--- src/rtl/mcu_pkg.sv ---
// Shared definitions for the multicycle RV32I control unit.
//   - opcode constants for the supported instruction classes
//   - FSM state encoding
//   - ALUOp, ALU operand-B select and trap cause encodings
//   - is_legal(): opcode legality check used in DECODE
// Optional feature macro: MCU_JUMP_EN (adds JAL/JALR to the legal set).
package mcu_pkg;

  localparam logic [6:0] OP_R    = 7'b0110011;
  localparam logic [6:0] OP_ADDI = 7'b0010011;
  localparam logic [6:0] OP_LW   = 7'b0000011;
  localparam logic [6:0] OP_SW   = 7'b0100011;
  localparam logic [6:0] OP_BEQ  = 7'b1100011;
  localparam logic [6:0] OP_JAL  = 7'b1101111;
  localparam logic [6:0] OP_JALR = 7'b1100111;

  typedef enum logic [2:0] {
    S_FETCH,
    S_DECODE,
    S_EXEC,
    S_MEM,
    S_WB,
    S_TRAP
  } state_t;

  localparam logic [1:0] ALU_ADD   = 2'b00;
  localparam logic [1:0] ALU_SUB   = 2'b01;
  localparam logic [1:0] ALU_FUNCT = 2'b10;

  localparam logic [1:0] SRCB_RS2  = 2'b00;
  localparam logic [1:0] SRCB_FOUR = 2'b01;
  localparam logic [1:0] SRCB_IMM  = 2'b10;

  localparam logic [1:0] CAUSE_NONE    = 2'b00;
  localparam logic [1:0] CAUSE_ILLEGAL = 2'b01;
  localparam logic [1:0] CAUSE_TIMEOUT = 2'b10;

  function automatic logic is_legal(input logic [6:0] op);
    case (op)
      OP_R, OP_ADDI, OP_LW, OP_SW, OP_BEQ: is_legal = 1'b1;
`ifdef MCU_JUMP_EN
      OP_JAL, OP_JALR:                     is_legal = 1'b1;
`endif
      default:                             is_legal = 1'b0;
    endcase
  endfunction

endpackage

--- src/rtl/mcu_timeout_ctr.sv ---
// Memory-wait timeout counter.
//   clk, reset_n : clock, async active-low reset
//   clr          : zero the count (not waiting on memory)
//   inc          : one more cycle spent waiting on memory
//   expired      : this waiting cycle is the LIMIT-th in a row
// LIMIT = 0 disables the timeout entirely (expired is tied low).
module mcu_timeout_ctr #(
  parameter int LIMIT = 16,
  parameter int CNT_W = 5
) (
  input  logic clk,
  input  logic reset_n,
  input  logic clr,
  input  logic inc,
  output logic expired
);

  logic [CNT_W-1:0] cnt;

  always_ff @(posedge clk or negedge reset_n) begin
    if (!reset_n) begin
      cnt <= '0;
    end else if (clr) begin
      cnt <= '0;
    end else if (inc && (LIMIT != 0)) begin
      cnt <= cnt + CNT_W'(1);
    end
  end

  generate
    if (LIMIT == 0) begin : g_no_timeout
      assign expired = 1'b0;
    end else begin : g_timeout
      // Flag on the waiting cycle that brings the count up to LIMIT, so the
      // FSM leaves on the same edge the count would reach it; a mem_ready in
      // that cycle means inc is low and no trap is taken.
      localparam logic [CNT_W-1:0] LAST = CNT_W'(LIMIT - 1);
      assign expired = inc && (cnt == LAST);
    end
  endgenerate

endmodule

--- src/rtl/multicycle_control_unit.sv ---
// Multicycle RV32I control unit: Moore FSM FETCH/DECODE/EXEC/MEM/WB driving
// the enables of a shared-memory, single-ALU datapath, with memory-ready
// stalls, a wait timeout and illegal-opcode trapping into a sticky TRAP state.
// Ports:
//   clk, reset_n     : clock, async active-low reset
//   opcode           : IR[6:0], sampled in DECODE
//   mem_ready        : memory completes the current access this cycle
//   pc_write, pc_write_cond, i_or_d, ir_write, mem_read, mem_write,
//   mem_to_reg, reg_write, alu_src_a, alu_src_b, alu_op : datapath controls
//   instr_done       : pulse on the last cycle of each instruction
//   trap, trap_cause : sticky error flag and cause (01 illegal, 10 timeout)
// Optional feature macro: MCU_JUMP_EN (JAL/JALR support).
module multicycle_control_unit
  import mcu_pkg::*;
#(
  parameter int OPCODE_W    = 7,
  parameter int ALUOP_W     = 2,
  parameter int MEM_TIMEOUT = 16,
  parameter int TO_CNT_W    = 5
) (
  input  logic                clk,
  input  logic                reset_n,
  input  logic [OPCODE_W-1:0] opcode,
  input  logic                mem_ready,
  output logic                pc_write,
  output logic                pc_write_cond,
  output logic                i_or_d,
  output logic                ir_write,
  output logic                mem_read,
  output logic                mem_write,
  output logic                mem_to_reg,
  output logic                reg_write,
  output logic                alu_src_a,
  output logic [1:0]          alu_src_b,
  output logic [ALUOP_W-1:0]  alu_op,
  output logic                instr_done,
  output logic                trap,
  output logic [1:0]          trap_cause
);

  state_t              state;
  logic [OPCODE_W-1:0] opcode_q;
  logic [1:0]          aop;
  logic                waiting;
  logic                to_expired;

  assign waiting = ((state == S_FETCH) || (state == S_MEM)) && !mem_ready;

  mcu_timeout_ctr #(
    .LIMIT (MEM_TIMEOUT),
    .CNT_W (TO_CNT_W)
  ) u_timeout (
    .clk     (clk),
    .reset_n (reset_n),
    .clr     (!waiting),
    .inc     (waiting),
    .expired (to_expired)
  );

  // NOTE: sequential state uses non-blocking assignments so every register
  // samples the pre-edge values; blocking here would create ordering races.
  always_ff @(posedge clk or negedge reset_n) begin
    if (!reset_n) begin
      state      <= S_FETCH;
      opcode_q   <= '0;
      trap_cause <= CAUSE_NONE;
    end else begin
      case (state)
        S_FETCH: begin
          if (mem_ready) begin
            state <= S_DECODE;
          end else if (to_expired) begin
            state      <= S_TRAP;
            trap_cause <= CAUSE_TIMEOUT;
          end
        end
        S_DECODE: begin
          opcode_q <= opcode;
          if (is_legal(opcode)) begin
            state <= S_EXEC;
          end else begin
            state      <= S_TRAP;
            trap_cause <= CAUSE_ILLEGAL;
          end
        end
        S_EXEC: begin
          case (opcode_q)
            OP_LW, OP_SW: state <= S_MEM;
            OP_BEQ:       state <= S_FETCH;
            default:      state <= S_WB;
          endcase
        end
        S_MEM: begin
          if (mem_ready) begin
            state <= (opcode_q == OP_LW) ? S_WB : S_FETCH;
          end else if (to_expired) begin
            state      <= S_TRAP;
            trap_cause <= CAUSE_TIMEOUT;
          end
        end
        S_WB:    state <= S_FETCH;
        S_TRAP:  state <= S_TRAP;
        default: state <= S_FETCH;
      endcase
    end
  end

  // Outputs are decoded from state/opcode_q and forced low while reset_n is
  // asserted: the reset state is FETCH, but no request may be visible until
  // reset releases, and an in-flight write enable must drop immediately.
  // NOTE: every output gets a default before the case so no path leaves a
  // signal unassigned, which would otherwise infer a latch.
  always_comb begin
    pc_write      = 1'b0;
    pc_write_cond = 1'b0;
    i_or_d        = 1'b0;
    ir_write      = 1'b0;
    mem_read      = 1'b0;
    mem_write     = 1'b0;
    mem_to_reg    = 1'b0;
    reg_write     = 1'b0;
    alu_src_a     = 1'b0;
    alu_src_b     = SRCB_RS2;
    aop           = ALU_ADD;
    instr_done    = 1'b0;
    trap          = 1'b0;
    if (reset_n) begin
      case (state)
        S_FETCH: begin
          mem_read  = 1'b1;
          alu_src_b = SRCB_FOUR;
          ir_write  = mem_ready;
          pc_write  = mem_ready;
        end
        S_DECODE: begin
          // Precompute the branch target into ALUOut.
          alu_src_b = SRCB_IMM;
        end
        S_EXEC: begin
          case (opcode_q)
            OP_R: begin
              alu_src_a = 1'b1;
              aop       = ALU_FUNCT;
            end
            OP_BEQ: begin
              alu_src_a     = 1'b1;
              aop           = ALU_SUB;
              pc_write_cond = 1'b1;
              instr_done    = 1'b1;
            end
`ifdef MCU_JUMP_EN
            OP_JAL: begin
              alu_src_b = SRCB_IMM;
              pc_write  = 1'b1;
            end
            OP_JALR: begin
              alu_src_a = 1'b1;
              alu_src_b = SRCB_IMM;
              pc_write  = 1'b1;
            end
`endif
            default: begin
              // ADDI and load/store address generation.
              alu_src_a = 1'b1;
              alu_src_b = SRCB_IMM;
            end
          endcase
        end
        S_MEM: begin
          i_or_d = 1'b1;
          if (opcode_q == OP_LW) begin
            mem_read = 1'b1;
          end else begin
            mem_write  = 1'b1;
            instr_done = mem_ready;
          end
        end
        S_WB: begin
          reg_write  = 1'b1;
          mem_to_reg = (opcode_q == OP_LW);
          instr_done = 1'b1;
        end
        S_TRAP:  trap = 1'b1;
        default: ;
      endcase
    end
  end

  assign alu_op = ALUOP_W'(aop);

endmodule

--- config.mk ---
export PLATFORM = sky130hd
export DESIGN_NAME = multicycle_control_unit
export DESIGN_NICKNAME = d
export VERILOG_FILES = /design/src/rtl/mcu_pkg.sv /design/src/rtl/mcu_timeout_ctr.sv /design/src/rtl/multicycle_control_unit.sv
export SDC_FILE = /design/constraint.sdc
export NUM_CORES = 1
export LEC_CHECK = 0
export ABC_AREA = 1
export CORE_MARGIN = 2
export CORE_UTILIZATION = 47
export CTS_CLUSTER_DIAMETER = 200
export DETAILED_ROUTE_END_ITERATION = 16
export GPL_TIMING_DRIVEN = 0
export HOLD_SLACK_MARGIN = 0.02
export PLACE_DENSITY = 0.74
export SYNTH_ARGS = -nofsm -noshare
export SYNTH_HDL_FRONTEND = slang
export SYNTH_SLANG_ARGS = --single-unit
--- constraint.sdc ---
create_clock -name clk -period 1.5 [get_ports clk]
set_input_delay 0.3 -clock clk [delete_from_list [all_inputs] [get_ports clk]]
set_output_delay 0.3 -clock clk [all_outputs]
set_load 0.05 [all_outputs]
==> results of run 1 <==
## power by group
part | switching, W | internal, W | total, W
sequential | 0.000212 | 0.000608 | 0.000820
clock | 0.000169 | 0.0000998 | 0.000269
combinational | 0.000988 | 0.000672 | 0.00166
total | 0.00137 | 0.00138 | 0.00275
## kinds of logic (layout without fill, tap and decap cells)
family                   Yosys count  in the layout
AND/OR/NAND/NOR                   78             78
XOR/XNOR                           1              1
multiplexers                       2              2
buffers and inverters             19             75
adder cells (fa/ha/maj)            2              2
AO/OA/AOI/OAI                     11             11
flip-flops                        17             17
## placed cells by master, fill, tap and decap left out, drive strengths merged
cell            n
buf            43
nand2          33
nor2           18
dfrtp          17
inv            16
nand3          15
nor3            8
clkdlybuf4s50   7
a21oi           5
clkbuf          5
o21ai           4
mux2            2
ha              2
clkinv          2
xor2            1
nor3b           1
o211ai          1
nor4            1
a31oi           1
and3            1
nand4           1
dlygate4sd3     1
dlymetal6s2s    1
## flip-flops by register name (all words and copies together), names as in the netlist
name	flops
u_timeout.cnt	5
opcode_q	7
state	3
trap_cause	2
## critical path, stage by stage (launching register included)
cell and delay, ns:
dfrtp_2 0.50, nor2_4 0.21, nand2_2 0.10, nor2_4 0.16
and3_4 0.22, buf_8 0.14
## per-layer routing
metal  track usage  vias to the layer above
met5             0                        -
met4         0.120                        0
met3        0.0424                       28
met2         0.496                       88
met1         0.344                      641
li1              -                      539
## cell type report
| cell class | count | area [sq um] | area share |
|---|---|---|---|
| buffer | 1 | 11.3 | 0.00601 |
| clock buffer | 3 | 22.5 | 0.0120 |
| clock inverter | 1 | 5.00 | 0.00267 |
| inverter | 17 | 73.8 | 0.0394 |
| multi-input combinational | 94 | 764 | 0.408 |
| sequential | 17 | 432 | 0.230 |
| tap | 27 | 33.8 | 0.0180 |
| timing repair buffer | 53 | 532 | 0.284 |
## worst paths after layout
kind,start,to,slack (ns),depth (start not counted)
setup / recovery,state[0]$_DFF_PN0_,mem_to_reg,-0.44,5
hold reg to reg,trap_cause[0]$_DFFE_PN0P_,trap_cause[0]$_DFFE_PN0P_,0.50,2
max in group asynchronous,reset_n,opcode_q[6]$_DFFE_PN0P_,0.26,2
hold / removal,trap_cause[0]$_DFFE_PN0P_,trap_cause[0]$_DFFE_PN0P_,0.50,2
setup reg to reg,u_timeout.cnt[0]$_DFF_PN0_,trap_cause[1]$_DFFE_PN0P_,-0.12,9
min in group asynchronous,reset_n,state[1]$_DFF_PN0_,0.68,2
## stage by stage
step | power (W) | utilization
CTS | 0.00243 | 0.869
floorplan | 0.00158 | -
detailed placement | 0.00185 | 0.744
global route | 0.00284 | 0.946
global placement | 0.00182 | 0.744
finish | 0.00275 | 0.946
## repair_timing
| action | in CTS | in global routing |
|---|---|---|
| resized for setup | 131 | 34 |
| pin swaps | 15 | 16 |
| hold buffers | 1 | 0 |
| endpoints found under the hold margin | 17 | 0 |
| setup endpoints to repair | 18 | 20 |
| setup buffers | 18 | 8 |
==> out/summary.txt, run 1 <==
Post-Place Worst Slack = -2.02 ns
# fillers = 53
root buf cell = clkbuf_4
GRT Total Usage = 0.283
maxcap violations = 0
Synth top area share = 0.430
Area contributors post-synth = dfrtp_1, nand2_1, nand3_1
Rel. slew slack = 0.461
Die ar. = 2490 sq um
failing checks = negative setup slack
grt total ovfl = 0
nets = 199
synthesized area = 990 sq um
port bufs = 26
TritonCTS clock tree = built
Placed Instance Area = 1480 sq um
Final TNS setup = -5.64 ns
Final Skew = 0.0103 ns
adder-cell share of the synthesized area = 0.0253
Syn Inst Count = 130
Fmax = 515 MHz
commonest cells in the netlist = nand2_1, dfrtp_1, nor2_1, inv_1, nand3_1
initial core utilization = 0.499
Detail Placement HPWL = 1810 um
clock sinks = 17
Clock Tree Buf Depth = 2
mux cell area share after synthesis = 0.0228
synth warn = 0
H-tree Lvls = 1
CP Data Required Time = 1.20 ns
status = finished with violations
CTS buffer count = 3
metal2 WL = 2350 um
# DRC = 0
Top Layer Used = met4
share of cells above drive strength 1 = 0.597
Clk Latency, worst-skew pair = 0.31 ns
GPL Wtd Cong = 0.916
largest net degree at the start of global routing = 18
Iteration-0 DRC Markers = 47
crit-path max FO = 4
Syn-to-layout area delta = 89.4%
Synth async-reset ratio = 1.00
final setup fails = 21
Worst Hold Margin = 0.502 ns
crit end category = output port
final worst slack = -0.444 ns
most common cell in the netlist = nand2_1
vias post-DR = 1,296
initial antenna violation count = 0
leakage power = 0.861 nW
critical path class = reg2out
Startpoint Class = flip-flop
core area = 1980 sq um
VDD IR-drop max = 1210 uV
ys flop type = dfrtp_1
fin. max-slew vios = 0
synthesized flop and latch total = 17
RSZ-0062 raised after global routing = true
fin cells = 213
post-synthesis sequential area ratio = 0.430
min-delay worst type = reg2reg
power density over cell area = 1470 nW/um^2
FP Rows = 16
Synth Area in XOR/XNOR = 0.00885
largest family of logic cells by synthesized area = simple AND/OR/NAND/NOR gates
Tcrit/Tclk final = 1.30
post-synth cell types = 27
Tmin final = 1.94 ns
first-pass GRT wire length = 5340 um
fin area = 1870 sq um
WL met3 = 347 um
cell taking the most area after synthesis = dfrtp_1
DR vias/cell = 6.08
Compound-Gate Fraction of Synth Area = 0.0632
syn_area_per_cell = 7.61 sq um
EDFF count, synth = 0
Post-Syn Nets = 142
WP data arrival = 1.64 ns
Die Y = 49.9 um
Die X = 49.9 um
vias in the first global route = 1,144
simple-gate share of the synthesized area = 0.373
Final Routed Wirelength = 4720 um
WL/cell = 22.2 um
Clk pin slew, worst setup/hold paths = 0.12 ns
cell count after placement = 183
metal1 wirelength = 1790 um
First-pass DRT Iterations = 4
IO Pins = 27
# diodes = 0
Fin. Hold Viols = 0
Routed Antenna Nets = 0
Worst-Margin Slew = 0.806 ns
No activity file was read; power rests on OpenSTA's default activity.
==> run 2, diff against run 1 <==
--- a/config.mk
+++ b/config.mk
@@ -7,12 +7,12 @@
 export LEC_CHECK = 0
 export ABC_AREA = 1
 export CORE_MARGIN = 2
-export CORE_UTILIZATION = 47
+export CORE_UTILIZATION = 50
 export CTS_CLUSTER_DIAMETER = 200
 export DETAILED_ROUTE_END_ITERATION = 16
 export GPL_TIMING_DRIVEN = 0
 export HOLD_SLACK_MARGIN = 0.02
-export PLACE_DENSITY = 0.74
+export PLACE_DENSITY = 0.79
 export SYNTH_ARGS = -nofsm -noshare
 export SYNTH_HDL_FRONTEND = slang
 export SYNTH_SLANG_ARGS = --single-unit
==> constraint.sdc (replaced) <==
create_clock -name clk -period 2.3 [get_ports clk]
set_input_delay 0.46 -clock clk [delete_from_list [all_inputs] [get_ports clk]]
set_output_delay 0.46 -clock clk [all_outputs]
set_load 0.05 [all_outputs]
==> run 2 against run 1 <==
  * Critical path depth down 1
  * Combinational power decreased by 64%
  * Register-to-register slack improved by 0.94 ns
  * Total power shrank 56%
  * Clock power is 42% lower
  * Critical endpoint is now ir_write
  * Non-clock buffer count fell by 26
  * Utilization is 26 points lower
  * First-iteration DRC count is 55% lower
  * The run now ends clean
  * Highest routed layer unchanged
  * Cell count is 12% lower
  * Global-route usage shrank 8.3 points
  * Setup slack gained 0.52 ns
==> out/summary.txt, run 2 (synthesized netlist as in run 1, its figures left out) <==
Crit. Startpoint = mem_ready
Final TNS setup = 0 ns
initial antenna violation count = 0
FP Rows = 16
WL/cell = 10.9 um
Max stage delay on crit path = 0.54 ns
Detail Placement HPWL = 1650 um
max reg flops = 7
# DRC = 0
Fin. Hold Viols = 0
Setup crit end = ir_write
reg2reg end = trap_cause[0]$_DFFE_PN0P_
Clock Tree Buf Depth = 2
reg2reg path depth = 9
Final Routed Wirelength = 2040 um
postcts setup bufs = 0
vias post-DR = 926
final core occ = 0.681
met1 Track Usage GR = 0.239
status = finished clean
Top Registers = opcode_q x7, u_timeout.cnt x5, state x3
Die Y = 48.5 um
leakage power = 0.634 nW
Clk pin slew, worst setup/hold paths = 0.10 ns
Startpoint Class = input port
Largest Register = opcode_q
H-tree Lvls = 1
clock sinks = 17
# fillers = 178
Iteration-0 DRC Markers = 21
Rel. slew slack = 0.667
commonest non-fill, non-tap cell in the layout = nand2_1
largest net degree at the start of global routing = 20
Routed Antenna Nets = 0
IO Pins = 27
crit end category = output port
met3 Resource Use GR = 0.0340
Bufs and invs on worst path = 3
VDD IR-drop max = 627 uV
share of cells above drive strength 1 = 0.238
min-delay worst type = in2async
Final Skew = 0.00366 ns
CP max-delay cell = clkdlybuf4s50_1
Worst Hold Margin = 0.0247 ns
Tmin final = 2.22 ns
DR vias/cell = 4.95
critical path class = in2out
cell count after placement = 183
Die X = 48.5 um
port bufs = 26
fin cells = 187
critical-path cell list = clkdlybuf4s50_1, inv_1, nor3_2, clkdlybuf4s15_2
gr busiest metal = met2
vias in the first global route = 891
TritonCTS clock tree = built
grt met2 use = 0.377
nets = 173
grt total ovfl = 0
Tcrit/Tclk final = 0.966
core area = 1920 sq um
Tot Pwr = 0.00121 W
WP data arrival = 1.76 ns
most frequent cells in the layout = nand2_1, dfrtp_1, inv_1
GRT Total Usage = 0.200
CTS buffer count = 3
Fmax = 450 MHz
crit-path max FO = 6
First-pass DRT Iterations = 4
cell family with most CP delay = buffers and inverters
Clk Latency, worst-skew pair = 0.28 ns
power density over cell area = 927 nW/um^2
RSZ-0062 raised after global routing = false
root buf cell = clkbuf_4
maxcap violations = 0
worst r2r src = u_timeout.cnt[0]$_DFF_PN0_
initial core utilization = 0.515
final setup fails = 0
first-pass GRT wire length = 3770 um
# diodes = 0
Stages on worst setup path = 4
CP Data Required Time = 1.84 ns
Syn-to-layout area delta = 32.2%
Worst-Margin Slew = 0.498 ns
Die ar. = 2350 sq um
fin. max-slew vios = 0
reg2reg setup slack = 0.82 ns
GPL Wtd Cong = 0.831
==> run 2: cell count changes in the layout (fill, tap and decap cells not counted), sizes merged <==
cell and delta:
clkdlybuf4s15 +4, buf -35, dlygate4sd2 +5, clkbuf -1, dlymetal6s2s -1, dlygate4sd3 -1, clkdlybuf4s50 +3
==> run 2: power by group <==
group | internal [W] | switching, W
Clock | 0.0000645 | 0.0000910
Sequential | 0.000390 | 0.0000746
Combinational | 0.000197 | 0.000396
==> run 2: what timing repair did <==
item,4_1_cts,5_1_grt
pin swaps,0,1
hold buffers,0,0
endpoints found under the setup margin,15,9
resized for setup,44,13
==> run 2: stage by stage <==
step,instance area [sq um],setup slack (ns)
final,1310,0.0786
after global routing,1310,0.00175
after CTS,1330,0.0207
after detailed placement,1300,-1.47
after global placement,1300,-1.45
after floorplan,1010,-0.0207
==> run 2: final cells by class <==
class                      count  area [sq um]  share of cell area
clock inverter                 1          5.00             0.00382
clock buffer                   3          22.5              0.0172
inverter                      17          65.1              0.0497
sequential                    17           427               0.326
buffer                         2          12.5             0.00956
tap                           27          33.8              0.0258
multi-input combinational     94           514               0.393
timing repair buffer          26           229               0.175
==> run 2: per-layer routing <==
layer	vias to the layer above	share of wire
li1	480	-
met1	423	0.46
met2	21	0.49
met3	2	0.040
met4	0	0.0083
met5	-	0
==> run 2: how the worst min path moves through the flow <==
stage | to | slack [ns]
after floorplan | opcode_q[0]$_DFFE_PN0P_ | 0.16
after CTS | trap_cause[1]$_DFFE_PN0P_ | 0.03
after detailed placement | u_timeout.cnt[0]$_DFF_PN0_ | 0.46
after global placement | u_timeout.cnt[0]$_DFF_PN0_ | 0.45
final | trap_cause[1]$_DFFE_PN0P_ | 0.02
after global routing | trap_cause[1]$_DFFE_PN0P_ | 0.02
